$ cat src/rtl/sc_pkg.sv
// Shared types, signed-limit helpers and packed-result slicing for the
// stochastic-number up/down accumulator array.
package sc_pkg;

   // Run-control states of the accumulator array.
   typedef enum logic [1:0] {
      ST_IDLE = 2'd0,
      ST_ACC  = 2'd1,
      ST_DONE = 2'd2
   } sc_state_e;

   // Default accumulator width and its signed limits.
   localparam int ACC_W_DEF   = 8;
   localparam int ACC_MAX_DEF = (1 << (ACC_W_DEF - 1)) - 1;
   localparam int ACC_MIN_DEF = -(1 << (ACC_W_DEF - 1));

   // Largest positive two's-complement value of a w-bit accumulator.
   function automatic int acc_max_f(input int w);
      return (1 << (w - 1)) - 1;
   endfunction

   // Most negative two's-complement value of a w-bit accumulator.
   function automatic int acc_min_f(input int w);
      return -(1 << (w - 1));
   endfunction

   // LSB position of channel ch inside a packed result of w-bit lanes.
   function automatic int ch_lsb(input int ch, input int w);
      return ch * w;
   endfunction

endpackage

$ cat src/rtl/sc_updown_lane.sv
// One bipolar SN accumulator lane: +1 per 1 bit, -1 per 0 bit, with
// optional clamping and a sticky overflow flag.
module sc_updown_lane
   import sc_pkg::*;
#(
   parameter int ACC_W = 8
) (
   input  logic                    i_clk_udc,
   input  logic                    i_rst_udc,
   input  logic                    clear_i,
   input  logic                    enable_i,
   input  logic                    bit_i,
   input  logic                    sat_en_i,
   output logic signed [ACC_W-1:0] acc_o,
   output logic                    ovf_o
);

   localparam logic signed [ACC_W-1:0] ACC_MAX = ACC_W'(acc_max_f(ACC_W));
   localparam logic signed [ACC_W-1:0] ACC_MIN = ACC_W'(acc_min_f(ACC_W));

   logic signed [ACC_W-1:0] acc_q, acc_d;
   logic                    ovf_q, ovf_d;

   // Next value: clear wins, otherwise step up/down with clamp or wrap at the limits.
   always_comb begin
      acc_d = acc_q;
      ovf_d = ovf_q;
      if (clear_i) begin
         acc_d = '0;
         ovf_d = 1'b0;
      end else if (enable_i) begin
         if (bit_i) begin
            if (acc_q == ACC_MAX) begin
               ovf_d = 1'b1;
               acc_d = sat_en_i ? ACC_MAX : ACC_MIN;
            end else begin
               acc_d = acc_q + 1'b1;
            end
         end else begin
            if (acc_q == ACC_MIN) begin
               ovf_d = 1'b1;
               acc_d = sat_en_i ? ACC_MIN : ACC_MAX;
            end else begin
               acc_d = acc_q - 1'b1;
            end
         end
      end
   end

   // Accumulator and sticky flag registers.
   always_ff @(posedge i_clk_udc or posedge i_rst_udc) begin
      if (i_rst_udc) begin
         acc_q <= '0;
         ovf_q <= 1'b0;
      end else begin
         acc_q <= acc_d;
         ovf_q <= ovf_d;
      end
   end

   assign acc_o = acc_q;
   assign ovf_o = ovf_q;

endmodule

$ cat src/rtl/sc_updown_acc_array.sv
// N_CH parallel bipolar SN accumulators sharing one run controller with a
// start/done handshake and a programmable stream length.
module sc_updown_acc_array
   import sc_pkg::*;
#(
   parameter int N_CH  = 4,
   parameter int ACC_W = 8,
   parameter int LEN_W = 8
) (
   input  logic                  i_clk_udc,
   input  logic                  i_rst_udc,
   input  logic                  i_start,
   input  logic [LEN_W-1:0]      i_len,
   input  logic                  i_sat_en,
   input  logic                  i_bit_valid,
   input  logic [N_CH-1:0]       i_sn_bits,
   output logic                  o_busy,
   output logic                  o_done,
   output logic                  o_valid,
   output logic [N_CH*ACC_W-1:0] o_acc,
   output logic [N_CH-1:0]       o_ovf
);

   sc_state_e        state_q, state_d;
   logic [LEN_W-1:0] cnt_q, cnt_d;
   logic [LEN_W-1:0] len_q, len_d;
   logic             sat_q, sat_d;
   logic             valid_q, valid_d;
   logic             clear;
   logic             enable;

   // Run controller: a start is accepted in every state and restarts the run;
   // beats count only in ACC and never in the start cycle.
   always_comb begin
      state_d = state_q;
      cnt_d   = cnt_q;
      len_d   = len_q;
      sat_d   = sat_q;
      valid_d = valid_q;
      clear   = 1'b0;
      enable  = 1'b0;
      if (i_start) begin
         clear   = 1'b1;
         cnt_d   = '0;
         len_d   = i_len;
         sat_d   = i_sat_en;
         valid_d = 1'b0;
         if (i_len == '0) begin
            state_d = ST_DONE;
            valid_d = 1'b1;
         end else begin
            state_d = ST_ACC;
         end
      end else begin
         case (state_q)
            ST_ACC: begin
               if (i_bit_valid) begin
                  enable = 1'b1;
                  cnt_d  = cnt_q + 1'b1;
                  if (cnt_q == LEN_W'(len_q - 1'b1)) begin
                     state_d = ST_DONE;
                     valid_d = 1'b1;
                  end
               end
            end
            ST_DONE: state_d = ST_IDLE;
            default: state_d = ST_IDLE;
         endcase
      end
   end

   // Controller state registers.
   always_ff @(posedge i_clk_udc or posedge i_rst_udc) begin
      if (i_rst_udc) begin
         state_q <= ST_IDLE;
         cnt_q   <= '0;
         len_q   <= '0;
         sat_q   <= 1'b0;
         valid_q <= 1'b0;
      end else begin
         state_q <= state_d;
         cnt_q   <= cnt_d;
         len_q   <= len_d;
         sat_q   <= sat_d;
         valid_q <= valid_d;
      end
   end

   assign o_busy  = (state_q == ST_ACC);
   assign o_done  = (state_q == ST_DONE);
   assign o_valid = valid_q;

   genvar gi;
   generate
      for (gi = 0; gi < N_CH; gi++) begin : g_lane
         sc_updown_lane #(
            .ACC_W (ACC_W)
         ) u_lane (
            .i_clk_udc (i_clk_udc),
            .i_rst_udc (i_rst_udc),
            .clear_i   (clear),
            .enable_i  (enable),
            .bit_i     (i_sn_bits[gi]),
            .sat_en_i  (sat_q),
            .acc_o     (o_acc[ch_lsb(gi, ACC_W) +: ACC_W]),
            .ovf_o     (o_ovf[gi])
         );
      end
   endgenerate

endmodule

$ cat config.mk
export PLATFORM = sky130hd
export DESIGN_NAME = sc_updown_acc_array
export DESIGN_NICKNAME = d
export VERILOG_FILES = /design/src/rtl/sc_pkg.sv /design/src/rtl/sc_updown_lane.sv /design/src/rtl/sc_updown_acc_array.sv
export SDC_FILE = /design/constraint.sdc
export NUM_CORES = 1
export LEC_CHECK = 0
export BUFFER_PORTS_ARGS = -buffer_cell sky130_fd_sc_hd__buf_2
export CAP_MARGIN = 10
export CELL_PAD_IN_SITES_DETAIL_PLACEMENT = 1
export CELL_PAD_IN_SITES_GLOBAL_PLACEMENT = 1
export CORE_ASPECT_RATIO = 1.2
export CORE_MARGIN = 2
export CORE_UTILIZATION = 44
export CTS_BUF_LIST = sky130_fd_sc_hd__clkbuf_16
export CTS_CLUSTER_DIAMETER = 120
export DETAILED_ROUTE_END_ITERATION = 12
export HOLD_SLACK_MARGIN = 0.06
export PLACE_DENSITY_LB_ADDON = 0.1
export SYNTH_ARGS = -nofsm -noshare
export SYNTH_HDL_FRONTEND = slang
export SYNTH_SLANG_ARGS = --single-unit
$ cat constraint.sdc
create_clock -name i_clk_udc -period 2.74 [get_ports i_clk_udc]
set_input_delay 0.137 -clock i_clk_udc [delete_from_list [all_inputs] [get_ports i_clk_udc]]
set_output_delay 0.137 -clock i_clk_udc [all_outputs]
set_load 0.03 [all_outputs]
==> results.sh, run 1 <==
export IMPL_power_internal_uw=1840
export IMPL_die_height_um=114
export IMPL_r2r_start="len_q[0]"
export IMPL_dieWidth_um=95.6
export IMPL_routed_via_density=6.19
export IMPL_clock_skew_final_ps=7.88
export IMPL_report_final_hold_viol_count=0
export IMPL_routabilityCongestion=0.910
export IMPL_slew_headroom_pct=48.7
export IMPL_grtUsageTotal_pct=24.8
export IMPL_ant_nets=0
export IMPL_cts_hold_repair_buffers=0
export IMPL_via_count=4293
export IMPL_core_sq_um=9910
export IMPL_power_frac_comb_pct=41.9
export IMPL_layout_filler_cells=1214
export IMPL_drt_initial_drc_count=241
export IMPL_num_nets_final=597
export IMPL_arrival_time_of_the_worst_setup_path_ps=2500
export IMPL_clock_tree_from_tritoncts="yes"
export IMPL_cts_setup_buffers=0
export IMPL_floorplan_die_area_sq_um=10900
export IMPL_synth_main_ff_cell="sky130_fd_sc_hd__dfrtp_1"
export IMPL_power_sequential_fraction_pct=37.0
export IMPL_drt_pass1_iter_count=4
export IMPL_insertedDiodeCount=0
export IMPL_ctsHtreeMaxLevel=2
export IMPL_worstMarginPinSlew_ps=769
export IMPL_synthTopCellsByArea="sky130_fd_sc_hd__dfrtp_1 (32%), sky130_fd_sc_hd__nor2_1 (4.3%), sky130_fd_sc_hd__a21oi_1 (4.1%), sky130_fd_sc_hd__ha_1 (4.0%), sky130_fd_sc_hd__nand2_1 (3.6%)"
export IMPL_post_dp_hpwl_um=9370
export IMPL_r2r_end="state_q[0]"
export IMPL_placement_rows=40
export IMPL_power_switching_fraction_pct=44.1
export IMPL_cts_reportedPaths_clkPinSlew_ps=80
export IMPL_num_io_pins=56
export IMPL_drt_total_wl_um=13100
export IMPL_fmaxAchievable_ghz=0.432
export IMPL_cp_start_kind="flip-flop"
export IMPL_timing_critical_path_to_type="flip-flop"
export IMPL_grt_pass1_vias=4246
export IMPL_routed_wire_length_per_instance_um=18.9
export IMPL_synth_largest_area_cell="sky130_fd_sc_hd__dfrtp_1"
export IMPL_critPathMaxFanout=5
export IMPL_p_switching_uw=1450
export IMPL_wire_length_of_the_first_global_routing_pass_um=21600
export IMPL_final_core_utilization_pct=49.1
export IMPL_synth_top_cell_area_share_pct=31.6
export IMPL_timing_reg2reg_worst_path_depth=7
export IMPL_numPortBuffers=55
export IMPL_total_power_uw=3290
export IMPL_setup_tns_final_ps=0
export IMPL_syn_cell_area_sq_um=4430
export IMPL_area_growth_pct=9.95
export IMPL_power_share_clock_pct=21.0
export IMPL_avgSynthCellArea_sq_um=8.23
export IMPL_final_setup_worst_slack_ps=426
export IMPL_grt_antenna_before_repair=0
export IMPL_cap_viol_max_count=0
export IMPL_ys_ff_latch=56
export IMPL_cts_buffers=5
export IMPL_hp_class="input pin to asynchronous set/reset pin"
export IMPL_p_per_area_nw_per_um2=675
export IMPL_place_worst_setup_slack_ps=406
export IMPL_grt_max_degree=57
export IMPL_finalCriticalPeriod_ps=2310
export IMPL_critical_path_class="flip-flop to flip-flop"
export IMPL_unrepaired_setup_endpoints_after_global_routing="no"
export IMPL_clock_tree_root_cell="sky130_fd_sc_hd__clkbuf_16"
export IMPL_synth_distinct_cells=73
export IMPL_p_leak_uw=0.00210
export IMPL_yosysWarnings=0
export IMPL_cts_repair_resized=0
export IMPL_clock_path_buffers=2
export IMPL_clock_latency_ps=300
export IMPL_syn_instance_count=538
export IMPL_maximum_ir_drop_on_the_vdd_rail_v=0.000282
export IMPL_reg2reg_slack_ps=430
export IMPL_synth_async_reset_ratio_pct=100
export IMPL_fraction_of_final_layout_cells_with_drive_strength_greater_than_1_pct=17.3
export IMPL_start_util_pct=44.7
export IMPL_final_setup_viol_count=0
export IMPL_cts_sink_count=56
export IMPL_synth_edff_count=0
export IMPL_synth_net_count=569
export IMPL_min_period_over_period_pct=84.5
export IMPL_globalRouteOverflowTotal=0
export IMPL_worst_endpoint_required_ps=2920
export IMPL_timing_final_max_slew_violations=0
export IMPL_synth_yosys_seq_area_share_pct=31.6
export IMPL_drc=0
export IMPL_outcome="finished, final reports clean"
## metrics by stage
stage,hold slack (ps),std cells,cell area [sq um]
after floorplan,234,538,4430
after global placement,386,685,4720
after detailed placement,373,685,4720
after CTS,70.8,693,4870
after global routing,80.4,693,4870
final,51.2,693,4870
## worst max-delay path, stage by stage (launching register included)
cell                       delay [ps]
sky130_fd_sc_hd__dfrtp_1          430
sky130_fd_sc_hd__inv_1             90
sky130_fd_sc_hd__ha_1             190
sky130_fd_sc_hd__nor3b_1          440
sky130_fd_sc_hd__mux2i_1          250
sky130_fd_sc_hd__nand3b_1         100
sky130_fd_sc_hd__a32o_1           270
sky130_fd_sc_hd__o41a_1           430
## cell type report
cell class | instances | area [sq um] | area share, %
flip-flops and latches | 56 | 1400 | 28.8
inverters | 17 | 63.8 | 1.31
well taps | 126 | 158 | 3.24
repair buffers | 69 | 380 | 7.81
clock inverters | 3 | 25.0 | 0.514
clock buffers | 5 | 125 | 2.57
multi-input cells | 417 | 2720 | 55.8
## kinds of logic after synthesis
kind of cell             Yosys count  share of synthesized area (%)
adder cells (fa/ha/maj)           14                           3.96
XOR/XNOR                          25                           4.94
flip-flops                        56                           31.6
multiplexers                      15                           3.59
AND/OR/NAND/NOR                  200                           22.7
AO/OA/AOI/OAI                    163                           26.1
buffers and inverters             65                           7.09
## Yosys cell counts, drive strengths merged, types with 4 or more instances
| cell type | count |
|---|---|
| nor3b | 4 |
| clkbuf | 36 |
| nor3 | 27 |
| inv | 17 |
| o22ai | 8 |
| a31oi | 15 |
| o31ai | 8 |
| a311oi | 4 |
| o41ai | 6 |
| nor2b | 6 |
| o21ai | 25 |
| nor4 | 6 |
| nand3 | 18 |
| or3 | 9 |
| a21o | 4 |
| nor2 | 51 |
| buf | 10 |
| o31a | 7 |
| o21a | 8 |
| a31o | 4 |
| xor2 | 15 |
| nand2b | 4 |
| a211oi | 5 |
| and3 | 5 |
| nand2 | 42 |
| mux2i | 8 |
| or4 | 8 |
| a21oi | 36 |
| mux2 | 7 |
| xnor2 | 10 |
| dfrtp | 56 |
| ha | 14 |
| nand4 | 6 |
## cell usage in the layout (no fill, tap or decap), types with 6 or more instances in the layout
cell type	synthesis	routed
sky130_fd_sc_hd__a21oi_1	36	36
sky130_fd_sc_hd__a31oi_1	15	15
sky130_fd_sc_hd__buf_2	0	55
sky130_fd_sc_hd__buf_4	5	14
sky130_fd_sc_hd__dfrtp_1	56	56
sky130_fd_sc_hd__ha_1	14	14
sky130_fd_sc_hd__inv_1	17	16
sky130_fd_sc_hd__mux2_2	7	7
sky130_fd_sc_hd__mux2i_1	8	8
sky130_fd_sc_hd__nand2_1	42	42
sky130_fd_sc_hd__nand3_1	18	18
sky130_fd_sc_hd__nand4_1	6	6
sky130_fd_sc_hd__nor2_1	51	50
sky130_fd_sc_hd__nor2b_1	6	6
sky130_fd_sc_hd__nor3_1	27	27
sky130_fd_sc_hd__nor4_1	6	6
sky130_fd_sc_hd__o21a_1	8	8
sky130_fd_sc_hd__o21ai_0	25	25
sky130_fd_sc_hd__o22ai_1	8	8
sky130_fd_sc_hd__o31a_1	7	7
sky130_fd_sc_hd__o31ai_1	8	8
sky130_fd_sc_hd__or3_1	9	9
sky130_fd_sc_hd__or4_1	7	7
sky130_fd_sc_hd__xnor2_1	10	10
sky130_fd_sc_hd__xor2_1	15	15
## power groups by stage
stage	combinational (uW)	clock, uW	sequential, uW
2_1_floorplan	1010	0	1250
3_3_place_gp	1340	0	1220
3_5_place_dp	1370	0	1230
4_1_cts	1380	707	1210
5_1_grt	1530	738	1250
6_report	1380	691	1220
## worst max-delay path by stage
stage | start | end | depth (start not counted)
5_1_grt | g_lane[1].u_lane.acc_o[2] | g_lane[1].u_lane.acc_o[5] | 5
2_1_floorplan | g_lane[1].u_lane.acc_o[2] | g_lane[1].u_lane.acc_o[3] | 7
4_1_cts | len_q[0] | state_q[0] | 7
6_report | len_q[0] | state_q[0] | 7
3_3_place_gp | g_lane[1].u_lane.acc_o[2] | g_lane[1].u_lane.acc_o[3] | 5
3_5_place_dp | len_q[0] | state_q[0] | 7
## sequential cells by signal (all words and copies together), names as in the netlist
| name | flops |
|---|---|
| len_q | 8 |
| g_lane.u_lane.ovf_o | 4 |
| state_q | 2 |
| sat_q | 1 |
| g_lane.u_lane.acc_o | 32 |
| o_valid | 1 |
| cnt_q | 8 |
## layer usage
metal / vias up / track usage (%) / part of all wire (%)
met5: - / 0 / 0
met4: 0 / 6.38 / 1.5
met3: 17 / 3.37 / 2.8
met2: 82 / 42.9 / 52
met1: 2148 / 32.3 / 44
li1: 2046 / - / -
No activity file was read; power rests on OpenSTA's default activity.
==> inputs of run 2 (changes only) <==
Settings changed: CORE_UTILIZATION 44 to 40.
Clock period 2.74 ns to 2 ns, I/O delays scaled along.
==> run 2 against run 1 <==
Global-route usage is 0.46 points higher. Final cell count is 13% higher. Non-clock buffer count is 87 higher. First-iteration DRC count is 11% lower. Die area is 9.6% higher. Highest routed layer unchanged. Via count is 6.8% higher. Sequential share of layout area is 4.7 points lower. Critical endpoint is now g_lane[1].u_lane.acc_o[2]. Flip-flop and latch count stayed put. Clock power is 40% higher.
==> results.sh, run 2 (synthesis gave the netlist of run 1 again) <==
export IMPL_outcome="finished, final reports clean"
export IMPL_cp_start_kind="flip-flop"
export IMPL_num_nets_final=684
export IMPL_numPortBuffers=55
export IMPL_clock_path_buffers=2
export IMPL_grt_pass1_vias=4924
export IMPL_critical_path_class="flip-flop to flip-flop"
export IMPL_power_switching_fraction_pct=42.8
export IMPL_timing_critical_path_to_type="flip-flop"
export IMPL_path_common_cell="sky130_fd_sc_hd__buf_6"
export IMPL_worst_endpoint_required_ps=2180
export IMPL_worstMarginPinSlew_ps=591
export IMPL_cts_reportedPaths_clkPinSlew_ps=80
export IMPL_finalCriticalPeriod_ps=1990
export IMPL_num_io_pins=56
export IMPL_clock_tree_root_cell="sky130_fd_sc_hd__clkbuf_16"
export IMPL_placedInstanceArea_sq_um=5300
export IMPL_cpMaxStageDelayCell="sky130_fd_sc_hd__or4_4"
export IMPL_setup_tns_final_ps=0
export IMPL_routabilityCongestion=0.865
export IMPL_grtUsageTotal_pct=25.2
export IMPL_area_growth_pct=33.3
export IMPL_ctsHtreeMaxLevel=2
export IMPL_cts_buffers=5
export IMPL_mostFrequentLayoutCell="sky130_fd_sc_hd__buf_4"
export IMPL_slew_headroom_pct=60.3
export IMPL_drt_total_wl_um=15400
export IMPL_dieWidth_um=100
export IMPL_layout_filler_cells=1344
export IMPL_grt_antenna_before_repair=0
export IMPL_ant_nets=0
export IMPL_insertedDiodeCount=0
export IMPL_hold_slack_ps=75.8
export IMPL_die_height_um=119
export IMPL_p_per_area_nw_per_um2=899
export IMPL_floorplan_die_area_sq_um=11900
export IMPL_grt_max_degree=57
export IMPL_worstHoldStart="i_len[1]"
export IMPL_routed_via_density=5.83
export IMPL_mostFrequentLayoutCells="sky130_fd_sc_hd__buf_4 (86), sky130_fd_sc_hd__buf_2 (55), sky130_fd_sc_hd__nor2_1 (50), sky130_fd_sc_hd__nand2_1 (41), sky130_fd_sc_hd__dfrtp_1 (38)"
export IMPL_clock_tree_from_tritoncts="yes"
export IMPL_cap_viol_max_count=0
export IMPL_unrepaired_setup_endpoints_after_global_routing="yes"
export IMPL_hold_path_cell_count=3
export IMPL_report_final_hold_viol_count=0
export IMPL_clock_latency_ps=300
export IMPL_timing_reg2reg_worst_path_depth=6
export IMPL_maximum_ir_drop_on_the_vdd_rail_v=0.000427
export IMPL_start_util_pct=40.5
export IMPL_timing_final_max_slew_violations=0
export IMPL_cts_sink_count=56
export IMPL_via_count=4586
export IMPL_drt_initial_drc_count=214
export IMPL_drt_pass1_iter_count=4
export IMPL_fmaxAchievable_ghz=0.502
export IMPL_arrival_time_of_the_worst_setup_path_ps=2170
export IMPL_core_sq_um=10900
export IMPL_drc=0
export IMPL_final_setup_viol_count=0
export IMPL_power_frac_comb_pct=52.6
export IMPL_fin_area_sq_um=5900
export IMPL_cp_cell_sequence="or4_4 > buf_6 > o41ai_4 > buf_6 > a21oi_2 > o32a_2"
export IMPL_hp_class="input pin to flip-flop"
export IMPL_stdcell_count=786
export IMPL_globalRouteOverflowTotal=0
export IMPL_routed_wire_length_per_instance_um=19.6
export IMPL_post_dp_hpwl_um=10800
export IMPL_largest_reg_flops=32
export IMPL_power_sequential_fraction_pct=29.2
export IMPL_p_leak_uw=0.00254
export IMPL_critPathMaxFanout=8
export IMPL_wire_length_of_the_first_global_routing_pass_um=24400
export IMPL_reg2reg_slack_ps=9
export IMPL_placement_rows=42
export IMPL_r2r_end="g_lane[1].u_lane.acc_o[2]"
export IMPL_p_switching_uw=2270
export IMPL_worst_path_largest_cell_delay_ps=540
export IMPL_hold_endpoint="len_q[1]"
export IMPL_placedCellCount=752
export IMPL_power_internal_uw=3040
export IMPL_clock_skew_final_ps=11.1
export IMPL_power_share_clock_pct=18.2
export IMPL_r2r_start="g_lane[1].u_lane.acc_o[2]"
export IMPL_min_period_over_period_pct=99.6
export IMPL_fraction_of_final_layout_cells_with_drive_strength_greater_than_1_pct=36.2
export IMPL_total_power_uw=5310
==> run 2: cell types whose count changed in the layout (fill, tap and decap cells not counted), moves of 5 or more <==
cell                            previous run  this run
sky130_fd_sc_hd__dfrtp_2                   0        18
sky130_fd_sc_hd__buf_4                    14        86
sky130_fd_sc_hd__dfrtp_1                  56        38
sky130_fd_sc_hd__inv_1                    16        11
sky130_fd_sc_hd__dlygate4sd3_1             0         9
sky130_fd_sc_hd__ha_1                     14         8
==> run 2: worst max path at each step <==
stage	startpoint	endpoint	depth (start not counted)
after floorplan	g_lane[1].u_lane.acc_o[2]	g_lane[1].u_lane.acc_o[3]	7
after global placement	g_lane[1].u_lane.acc_o[2]	g_lane[1].u_lane.acc_o[7]	6
after detailed placement	len_q[1]	state_q[0]	7
after CTS	len_q[1]	state_q[0]	7
after global routing	g_lane[3].u_lane.acc_o[0]	g_lane[3].u_lane.acc_o[3]	7
final	g_lane[1].u_lane.acc_o[2]	g_lane[1].u_lane.acc_o[2]	6
==> run 2: power by group through the flow <==
| stage | logic (uW) | registers [uW] | clock network [uW] |
|---|---|---|---|
| 2_1_floorplan | 1430 | 1740 | 0 |
| 3_3_place_gp | 2360 | 1550 | 0 |
| 3_5_place_dp | 2420 | 1570 | 0 |
| 4_1_cts | 2500 | 1540 | 999 |
| 5_1_grt | 3020 | 1590 | 1030 |
| 6_report | 2790 | 1550 | 966 |
==> run 2: final cells by class <==
| cell class | instances | area [sq um] | area share, % |
|---|---|---|---|
| multi-input combinational | 417 | 2990 | 50.7 |
| clock inverter | 3 | 33.8 | 0.573 |
| timing repair buffer | 156 | 1100 | 18.6 |
| clock buffer | 5 | 125 | 2.12 |
| tap | 132 | 165 | 2.80 |
| sequential | 56 | 1420 | 24.1 |
| inverter | 17 | 67.6 | 1.15 |
==> run 2: critical path: cells and delay by family, from the launching register on <==
kind / cells / cell delay (ps)
AO/OA/AOI/OAI: 3 / 590
AND/OR/NAND/NOR: 1 / 540
flip-flops: 1 / 410
buffers and inverters: 2 / 350
==> run 2: repair_timing <==
item | CTS | global route
setup buffers | 3 | 14
hold endpoints to repair | 64 | 0
hold buffers | 9 | 0
endpoints found under the setup margin | 8 | 29
gates resized for setup | 4 | 48
pin swaps | 1 | 19
==> run 2: routing by layer <==
metal  GRT usage (%)  share of wire [%]  up-vias  wire [um]
met3            2.76                2.2       18        335
met4            8.30                1.7        0        260
met1            32.6                 45     2277       6960
met2            43.8                 51       75       7810
li1                -                  -     2216          -
met5               0                  0        -          0
==> run 2: through the flow <==
step,setup WS [ps],util [%]
6_report,8.75,54.0
5_1_grt,-80.7,54.0
4_1_cts,-19.3,51.1
3_5_place_dp,-35.7,48.5
3_3_place_gp,24.0,48.5
2_1_floorplan,-239,-
==> inputs of run 3 (changes only) <==
Settings changed: ABC_AREA from default to 1, CORE_UTILIZATION 40 to 38.
==> run 3 against run 2 <==
Wire length shrank 8.5%. Design area shrank 11%. Total power shrank 25%. Synthesized cell count grew 29%. Register-to-register slack gained 180 ps. Clock-buffer cell count is the same. Synthesized area grew 3.8%. Largest cell class unchanged. Highest routed layer unchanged.
==> results.sh, run 3 <==
export IMPL_outcome="finished, final reports clean"
export IMPL_cts_setup_buffers=0
export IMPL_ys_ff_latch=56
export IMPL_synth_top_cell_area_share_pct=30.5
export IMPL_final_setup_viol_count=0
export IMPL_core_sq_um=11900
export IMPL_drt_initial_drc_count=109
export IMPL_arrival_time_of_the_worst_setup_path_ps=2000
export IMPL_worst_endpoint_required_ps=2190
export IMPL_p_switching_uw=1740
export IMPL_grt_max_degree=32
export IMPL_placedInstanceArea_sq_um=5020
export IMPL_synth_largest_area_cell="sky130_fd_sc_hd__dfrtp_1"
export IMPL_syn_instance_count=695
export IMPL_via_count=4755
export IMPL_clock_tree_from_tritoncts="yes"
export IMPL_numPortBuffers=55
export IMPL_cap_viol_max_count=0
export IMPL_fraction_of_final_layout_cells_with_drive_strength_greater_than_1_pct=16.3
export IMPL_drt_pass1_iter_count=4
export IMPL_routabilityCongestion=0.876
export IMPL_cts_sink_count=56
export IMPL_yosys_cell_count_top_type="sky130_fd_sc_hd__nand2_1"
export IMPL_cts_buffers=5
export IMPL_largest_reg_flops=32
export IMPL_cts_hold_repair_buffers=10
export IMPL_cp_start_kind="flip-flop"
export IMPL_wire_length_of_the_first_global_routing_pass_um=23900
export IMPL_globalRouteOverflowTotal=0
export IMPL_area_growth_pct=14.4
export IMPL_routed_wire_length_per_instance_um=15.4
export IMPL_ant_nets=0
export IMPL_routed_via_density=5.20
export IMPL_hold_slack_ps=127
export IMPL_syn_cell_area_sq_um=4590
export IMPL_dieWidth_um=104
export IMPL_worstMarginPinSlew_ps=450
export IMPL_grt_antenna_before_repair=0
export IMPL_power_share_clock_pct=22.8
export IMPL_synthTopCellsByArea="sky130_fd_sc_hd__dfrtp_1 (31%), sky130_fd_sc_hd__nand2_1 (14%), sky130_fd_sc_hd__inv_1 (8.1%), sky130_fd_sc_hd__nand3_1 (7.8%), sky130_fd_sc_hd__o21ai_0 (5.3%)"
export IMPL_power_sequential_fraction_pct=38.3
export IMPL_grt_pass1_vias=4953
export IMPL_floorplan_die_area_sq_um=13000
export IMPL_num_io_pins=56
export IMPL_avgSynthCellArea_sq_um=6.61
export IMPL_synth_distinct_cells=35
export IMPL_mostFrequentLayoutCell="sky130_fd_sc_hd__nand2_1"
export IMPL_drt_total_wl_um=14100
export IMPL_synth_cells_most_frequent="sky130_fd_sc_hd__nand2_1 (167), sky130_fd_sc_hd__inv_1 (99), sky130_fd_sc_hd__nand3_1 (72)"
export IMPL_placement_rows=44
export IMPL_num_nets_final=784
export IMPL_p_per_area_nw_per_um2=756
export IMPL_insertedDiodeCount=0
export IMPL_timing_final_max_slew_violations=0
export IMPL_drc=0
export IMPL_clock_skew_final_ps=8.11
export IMPL_setup_tns_final_ps=0
export IMPL_power_frac_comb_pct=38.9
export IMPL_ctsHtreeMaxLevel=2
export IMPL_fmaxAchievable_ghz=0.552
export IMPL_total_power_uw=3980
export IMPL_post_dp_hpwl_um=10900
export IMPL_synth_yosys_seq_area_share_pct=30.5
export IMPL_final_core_utilization_pct=44.0
export IMPL_critical_path_class="flip-flop to flip-flop"
export IMPL_hp_class="input pin to flip-flop"
export IMPL_synth_net_count=726
export IMPL_mostFrequentLayoutCells="sky130_fd_sc_hd__nand2_1 (167), sky130_fd_sc_hd__inv_1 (99), sky130_fd_sc_hd__nand3_1 (72), sky130_fd_sc_hd__nor2_1 (58), sky130_fd_sc_hd__dfrtp_1 (56)"
export IMPL_clock_tree_root_cell="sky130_fd_sc_hd__clkbuf_16"
export IMPL_timing_critical_path_to_type="flip-flop"
export IMPL_yosysWarnings=0
export IMPL_power_switching_fraction_pct=43.8
export IMPL_min_period_over_period_pct=90.5
export IMPL_clock_latency_ps=300
export IMPL_cts_repair_resized=0
export IMPL_report_final_hold_viol_count=0
export IMPL_layout_filler_cells=1604
export IMPL_fin_area_sq_um=5260
export IMPL_clock_path_buffers=2
export IMPL_synth_async_reset_ratio_pct=100
export IMPL_power_internal_uw=2230
export IMPL_p_leak_uw=0.00269
export IMPL_synth_edff_count=0
export IMPL_synth_main_ff_cell="sky130_fd_sc_hd__dfrtp_1"
export IMPL_critPathMaxFanout=8
export IMPL_finalCriticalPeriod_ps=1810
export IMPL_start_util_pct=38.5
export IMPL_cts_reportedPaths_clkPinSlew_ps=70
export IMPL_grtUsageTotal_pct=22.4
export IMPL_maximum_ir_drop_on_the_vdd_rail_v=0.000347
export IMPL_unrepaired_setup_endpoints_after_global_routing="no"
export IMPL_slew_headroom_pct=70.0
export IMPL_die_height_um=124
## run 3: area by class of cell
class                   count  area, sq um  share of cell area [%]
clock buffers               5          125                    2.38
repair buffers             73          448                    8.52
multi-input cells         506         2650                    50.4
inverters                 111          417                    7.93
flip-flops and latches     56         1400                    26.7
well taps                 161          201                    3.83
clock inverters             3         15.0                   0.286
## run 3: kinds of logic after synthesis
kind of cell,count (synthesis),share of synthesized area [%]
fa+ha+maj,14,3.81
simple gates,360,36.4
xor+xnor,24,4.58
buf+inv,133,11.8
compound gates,108,12.8
flops,56,30.5
## run 3: final timing paths
kind                                           start                         to  slack, ps  cells after the start
hold reg to reg               g_lane[0].u_lane.ovf_o     g_lane[0].u_lane.ovf_o        480                      2
min in group asynchronous                  i_rst_udc  g_lane[3].u_lane.acc_o[4]        220                      3
setup / recovery           g_lane[2].u_lane.acc_o[0]  g_lane[2].u_lane.acc_o[4]        190                      9
setup reg to reg           g_lane[2].u_lane.acc_o[0]  g_lane[2].u_lane.acc_o[4]        190                      9
max in group asynchronous                  i_rst_udc  g_lane[1].u_lane.acc_o[5]       1120                      4
hold / removal                           i_bit_valid                 state_q[0]        130                      4
## run 3: power by group through the flow
| stage | logic [uW] | registers (uW) | clock network, uW |
|---|---|---|---|
| CTS | 1560 | 1530 | 947 |
| detailed placement | 1540 | 1550 | 0 |
| global route | 1750 | 1560 | 991 |
| floorplan | 1000 | 1640 | 0 |
| global placement | 1500 | 1540 | 0 |
| finish | 1550 | 1520 | 905 |
## run 3: stage by stage
step	setup slack [ps]	cells
after floorplan	286	695
after global placement	278	897
after detailed placement	192	897
after CTS	173	915
after global routing	31.7	915
final	190	915
## run 3: worst max-delay path: stages, from the launching register on
cell and delay (ps):
sky130_fd_sc_hd__dfrtp_1 430, sky130_fd_sc_hd__inv_1 170, sky130_fd_sc_hd__ha_1 210, sky130_fd_sc_hd__nand3_2 100, sky130_fd_sc_hd__nor2_4 260, sky130_fd_sc_hd__nand2_4 90
sky130_fd_sc_hd__nand2_4 100, sky130_fd_sc_hd__o21ai_0 130, sky130_fd_sc_hd__o22ai_1 150, sky130_fd_sc_hd__inv_1 50
## run 3: layer usage
| layer | track usage (%) | part of all wire (%) | vias to the layer above |
|---|---|---|---|
| li1 | - | - | 2339 |
| met1 | 26.5 | 43 | 2309 |
| met2 | 41.3 | 52 | 82 |
| met3 | 2.77 | 2.8 | 25 |
| met4 | 7.55 | 2.4 | 0 |
| met5 | 0 | 0 | - |
